### src/rtl/victim_sel.sv
// victim_sel: picks a cache way to replace on a miss. Prefers the lowest
// invalid, unlocked way; otherwise rotates from a pseudo-random start taken
// from the shared LFSR (advanced only when its value is actually consumed).
//
// Handshake: a request transfers on the rising edge where req_valid and
// req_ready are both 1; req_ready is high exactly while the block is idle.
// victim_valid stays high, with victim_way/victim_onehot frozen, until
// fill_done or abort.
module victim_sel #(
  parameter int WAYS       = 4,
  parameter int LFSR_WIDTH = 8,
  parameter int IDXW       = (WAYS > 1) ? $clog2(WAYS) : 1
) (
  input  logic                  clk,
  input  logic                  reset,
  input  logic [LFSR_WIDTH-1:0] lfsr_out,
  output logic                  lfsr_en,
  input  logic                  req_valid,
  output logic                  req_ready,
  input  logic [WAYS-1:0]       way_valid,
  input  logic [WAYS-1:0]       way_lock,
  input  logic                  abort,
  input  logic                  fill_done,
  output logic                  victim_valid,
  output logic [IDXW-1:0]       victim_way,
  output logic [WAYS-1:0]       victim_onehot,
  output logic [1:0]            state_dbg
);

  typedef enum logic [1:0] {
    S_IDLE = 2'd0,
    S_PICK = 2'd1,
    S_HOLD = 2'd2
  } state_t;

  state_t          state_q, state_d;
  logic [WAYS-1:0] vmask_q, vmask_d;
  logic            victim_valid_q, victim_valid_d;
  logic [IDXW-1:0] victim_way_q, victim_way_d;
  logic [WAYS-1:0] victim_onehot_q, victim_onehot_d;

  logic [WAYS-1:0] eligible;
  logic [WAYS-1:0] free_ways;
  logic [IDXW-1:0] low_idx;
  logic [IDXW-1:0] rnd_idx;
  logic [IDXW-1:0] sel_idx;
  logic            use_rnd;

  // Only the low IDXW bits of the LFSR matter; the rest is deliberately ignored.
  logic unused_lfsr_bits;
  assign unused_lfsr_bits = ^lfsr_out;

  // Candidate victims: lowest free way, and first eligible way rotating from r.
  always_comb begin
    int r_int;
    int pos;
    logic [IDXW-1:0] pos_w;
    eligible  = ~way_lock;
    free_ways = ~vmask_q & eligible;
    low_idx   = '0;
    rnd_idx   = '0;
    r_int     = 0;
    pos       = 0;
    pos_w     = '0;
    for (int i = WAYS - 1; i >= 0; i--) begin
      if (free_ways[IDXW'(i)]) low_idx = IDXW'(i);
    end
    if (WAYS > 1) r_int = int'(lfsr_out[IDXW-1:0]);
    // Scan downward so the lowest rotation offset wins.
    for (int k = WAYS - 1; k >= 0; k--) begin
      pos   = (r_int + k) % WAYS;
      pos_w = IDXW'(pos);
      if (eligible[pos_w]) rnd_idx = pos_w;
    end
    use_rnd = (free_ways == '0);
    sel_idx = use_rnd ? rnd_idx : low_idx;
  end

  // Next-state, selection registration and LFSR advance request.
  always_comb begin
    state_d         = state_q;
    vmask_d         = vmask_q;
    victim_valid_d  = victim_valid_q;
    victim_way_d    = victim_way_q;
    victim_onehot_d = victim_onehot_q;
    lfsr_en         = 1'b0;
    case (state_q)
      S_IDLE: begin
        if (req_valid) begin
          vmask_d = way_valid;
          state_d = S_PICK;
        end
      end
      S_PICK: begin
        if (abort) begin
          victim_valid_d = 1'b0;
          state_d        = S_IDLE;
        end else if (eligible != '0) begin
          lfsr_en         = use_rnd;
          victim_way_d    = sel_idx;
          victim_onehot_d = WAYS'(1) << sel_idx;
          victim_valid_d  = 1'b1;
          state_d         = S_HOLD;
        end
      end
      S_HOLD: begin
        if (abort || fill_done) begin
          victim_valid_d = 1'b0;
          state_d        = S_IDLE;
        end
      end
      default: begin
        victim_valid_d = 1'b0;
        state_d        = S_IDLE;
      end
    endcase
  end

  // State and selection registers; an async reset drops any selection.
  always_ff @(posedge clk or negedge reset) begin
    if (!reset) begin
      state_q         <= S_IDLE;
      vmask_q         <= '0;
      victim_valid_q  <= 1'b0;
      victim_way_q    <= '0;
      victim_onehot_q <= '0;
    end else begin
      state_q         <= state_d;
      vmask_q         <= vmask_d;
      victim_valid_q  <= victim_valid_d;
      victim_way_q    <= victim_way_d;
      victim_onehot_q <= victim_onehot_d;
    end
  end

  assign req_ready     = (state_q == S_IDLE);
  assign victim_valid  = victim_valid_q;
  assign victim_way    = victim_way_q;
  assign victim_onehot = victim_onehot_q;
  assign state_dbg     = state_q;

endmodule

### config.mk
export PLATFORM = sky130hd
export DESIGN_NAME = victim_sel
export DESIGN_NICKNAME = d
export VERILOG_FILES = /design/src/rtl/victim_sel.sv
export SDC_FILE = /design/constraint.sdc
export NUM_CORES = 1
export LEC_CHECK = 0
export CAP_MARGIN = 40
export CORE_MARGIN = 2
export CORE_UTILIZATION = 35
export DETAILED_ROUTE_END_ITERATION = 16
export PLACE_DENSITY = 0.73
export SYNTH_ARGS = -nofsm -noshare
export SYNTH_HDL_FRONTEND = slang
export SYNTH_SLANG_ARGS = --single-unit
### constraint.sdc
create_clock -name clk -period 1.23 [get_ports clk]
set_input_delay 0.369 -clock clk [delete_from_list [all_inputs] [get_ports clk]]
set_output_delay 0.369 -clock clk [all_outputs]
set_load 0.01 [all_outputs]
==> results by group <==
Logic synthesis
  • Top post-synthesis cells by area: dfrtp_1, mux2_2, nor2_1
  • Cell variety after synth: 27
  • Xor/xnor cell area share of the yosys netlist: 0%
  • Syn_area_per_cell: 9.75 um^2
  • Synth area leader: dfrtp_1
  • Post-Syn Area: 663 um^2
  • Fraction of registers with async set/reset: 100%
  • Top-area cell type share of the netlist area: ~49%
  • FF+latch count, synth: 13
  • Main combinational cell family by area after synthesis: compound AO/OA/AOI/OAI gates
  • Syn nets: 89
  • Post-synth EDFFs: 0
  • Adder-cell share of the synthesized area: 0%
  • Syn. warnings: 0
  • Post-Synth Simple-Gate Area: about a fifth
  • Syn Inst Count: 68
  • Synth Area in Compound Gates: 21.9%
  • Mux contribution to synthesized area: between 8 and 9%
  • Sequential-to-total area share from yosys stat: 49.1%
  • Synth Flop Type: dfrtp_1

Route
  • Initial DRC count: 15
  • Drt total wl: ~1900 um
  • DRC violations left: 0
  • Drt pass-1 iters: 4
  • Post-DR vias/cell: 5.11
  • WL/cell: 13.4 um
  • Routed via count: between 700 and 800
  • Post-route ant nets: 0

STA
  • Worst slew pin tran: approximately 0.22 ns
  • RSZ-0062 raised after global routing: yes
  • Endpoints failing setup: 13
  • Hold Fails Final Rpt: 0
  • Final Slew Violations: 0
  • Final WS setup: -0.329 ns
  • Tmin final: 1.56 ns
  • Skew final: 0.00438 ns
  • Max Freq: 641 MHz
  • Final clock period utilization by the worst path: 127%
  • Rel. slew slack: 85.2%

Setup path
  • CP Capture Type: output pin
  • Crit Path Max Fanout: 2
  • Worst Path Required: 0.86 ns
  • Kind of critical path: reg2out
  • Startpoint types: flip-flop
  • R2R Setup Slk: -0.20 ns
  • Critical Path AT: about 1.2 ns

Final layout
  • Non-filler cells, final: 144
  • NumNets Final: 141
  • Diodes inserted: 0
  • Area Overhead vs Synth: 82.1%
  • Utilization after layout: 69.2%
  • Layout cells sized above 1: roughly 52%
  • Most frequent cells in the layout: buf_4, dfrtp_1, buf_6
  • Commonest non-fill, non-tap cell in the layout: buf_4

Clocking
  • CTS tree: built
  • TritonCTS Buffers: 3
  • Clk slew on worst S/H paths: 0.09 ns
  • Worst skew pair latency: 0.28 ns
  • Clock root buffer: clkbuf_4
  • Max clock buf depth: 2
  • H-tree depth: 1
  • Clock Sinks: 13
  • Hold_buf cts: 0

Global route
  • Total track usage: 18.9%
  • Gr ovfl total: 0
  • Antenna violations before repair: 0
  • Largest net degree at the start of global routing: 14
  • First-pass GRT wire length: 2950 um
  • Number of global-route vias before repair: 692

Run
  • Max-cap violations: 0

Run status
  • Failing checks: setup timing
  • Status: finished with violations

Die
  • Die W: 47.5 um
  • Number of top-level pins: 32
  • Die H: between 40 and 50 um
  • Row Count: 15
  • Initial Utilization: 38.0%
  • Die ar.: 2260 um^2
  • Core area: ~1700 um^2

Hold path
  • Hold Path Class: in2async

Power
  • Lkg Pwr: 0.576 nW
  • Power Dens Cells: 1270 nW/um^2
  • Worst VDD drop: ~0.00066 V
  • Overall Power: 0.00154 W

Place
  • Inst Count DP: 137
  • Global placer's final weighted congestion: 0.739
  • I/O Buffers: 25
  • Detailed Place HPWL: between 1000 and 1500 um
  • Worst slack, placed: -0.950 ns
[routing by layer]
metal / vias to the layer above / GRT usage (%) / wire length [um]
li1: 350 / - / -
met1: 369 / 22.7 / 799
met2: 17 / 34.3 / 1060
met3: 0 / 2.64 / 79
met4: 0 / 6.11 / 0
met5: - / 0 / 0
[final timing paths]
kind	startpoint	end	depth (start not counted)
max	state_dbg[1]	lfsr_en	4
min	reset	victim_onehot[2]	2
max reg2reg	vmask_q[2]	victim_onehot[2]	5
min in group clk	victim_onehot[1]	victim_onehot[1]	2
min reg2reg	victim_onehot[1]	victim_onehot[1]	2
max in group asynchronous	reset	state_dbg[0]	2
[logic make-up (layout without fill, tap and decap cells)]
group                  after synthesis  after routing
AOI/OAI and AO/OA                   20             20
buffers and inverters                3             54
DFF                                 13             13
muxes                                5              5
and+or+nand+nor                     27             27
[area by class of cell]
cell class	instances	area, um^2
fill	150	538
sequential	13	328
clock buffer	4	26.3
timing repair buffer	48	407
tap	25	31.3
inverter	2	7.51
multi-input combinational	52	408
[where the power goes]
group | internal [W] | leakage, nW | switching (W)
logic | 0.000377 | 0.400 | 0.000296
clock network | 0.000126 | 0.0150 | 0.000147
registers | 0.000530 | 0.161 | 0.0000611
[sequential cells by signal, indices dropped and copies added (netlist names)]
name,cells
vmask_q,4
state_dbg,2
victim_valid,1
victim_way,2
victim_onehot,4
[synth_stat cells, types with 2 or more instances]
| cell type | instances |
|---|---|
| nor2b_1 | 2 |
| nor2_1 | 10 |
| nand2_1 | 8 |
| a21oi_1 | 2 |
| mux2_2 | 4 |
| nor3_1 | 2 |
| o22ai_1 | 3 |
| dfrtp_1 | 13 |
| o21ai_0 | 6 |
[critical path: stages, from the launching register on]
cell and delay [ns]:
dfrtp_2 0.43, nor2_4 0.10, nand3_2 0.10, nor3_4 0.13
buf_2 0.16
[timing repair]
item | 4_1_cts | 5_1_grt
gates resized for setup | 78 | 3
endpoints found under the setup margin | 24 | 14
buffers inserted | 3 | 1
pin swaps | 13 | 5
[per-stage QoR]
step	hold slack (ns)	instance area, um^2	setup TNS, ns
after global routing	0.422	1210	-2.74
after global placement	0.459	1130	-7.16
after CTS	0.381	1200	-2.52
after floorplan	0.0734	704	-0.115
after detailed placement	0.476	1130	-7.85
final	0.389	1210	-2.24
Power figures use the tool's default switching activity.
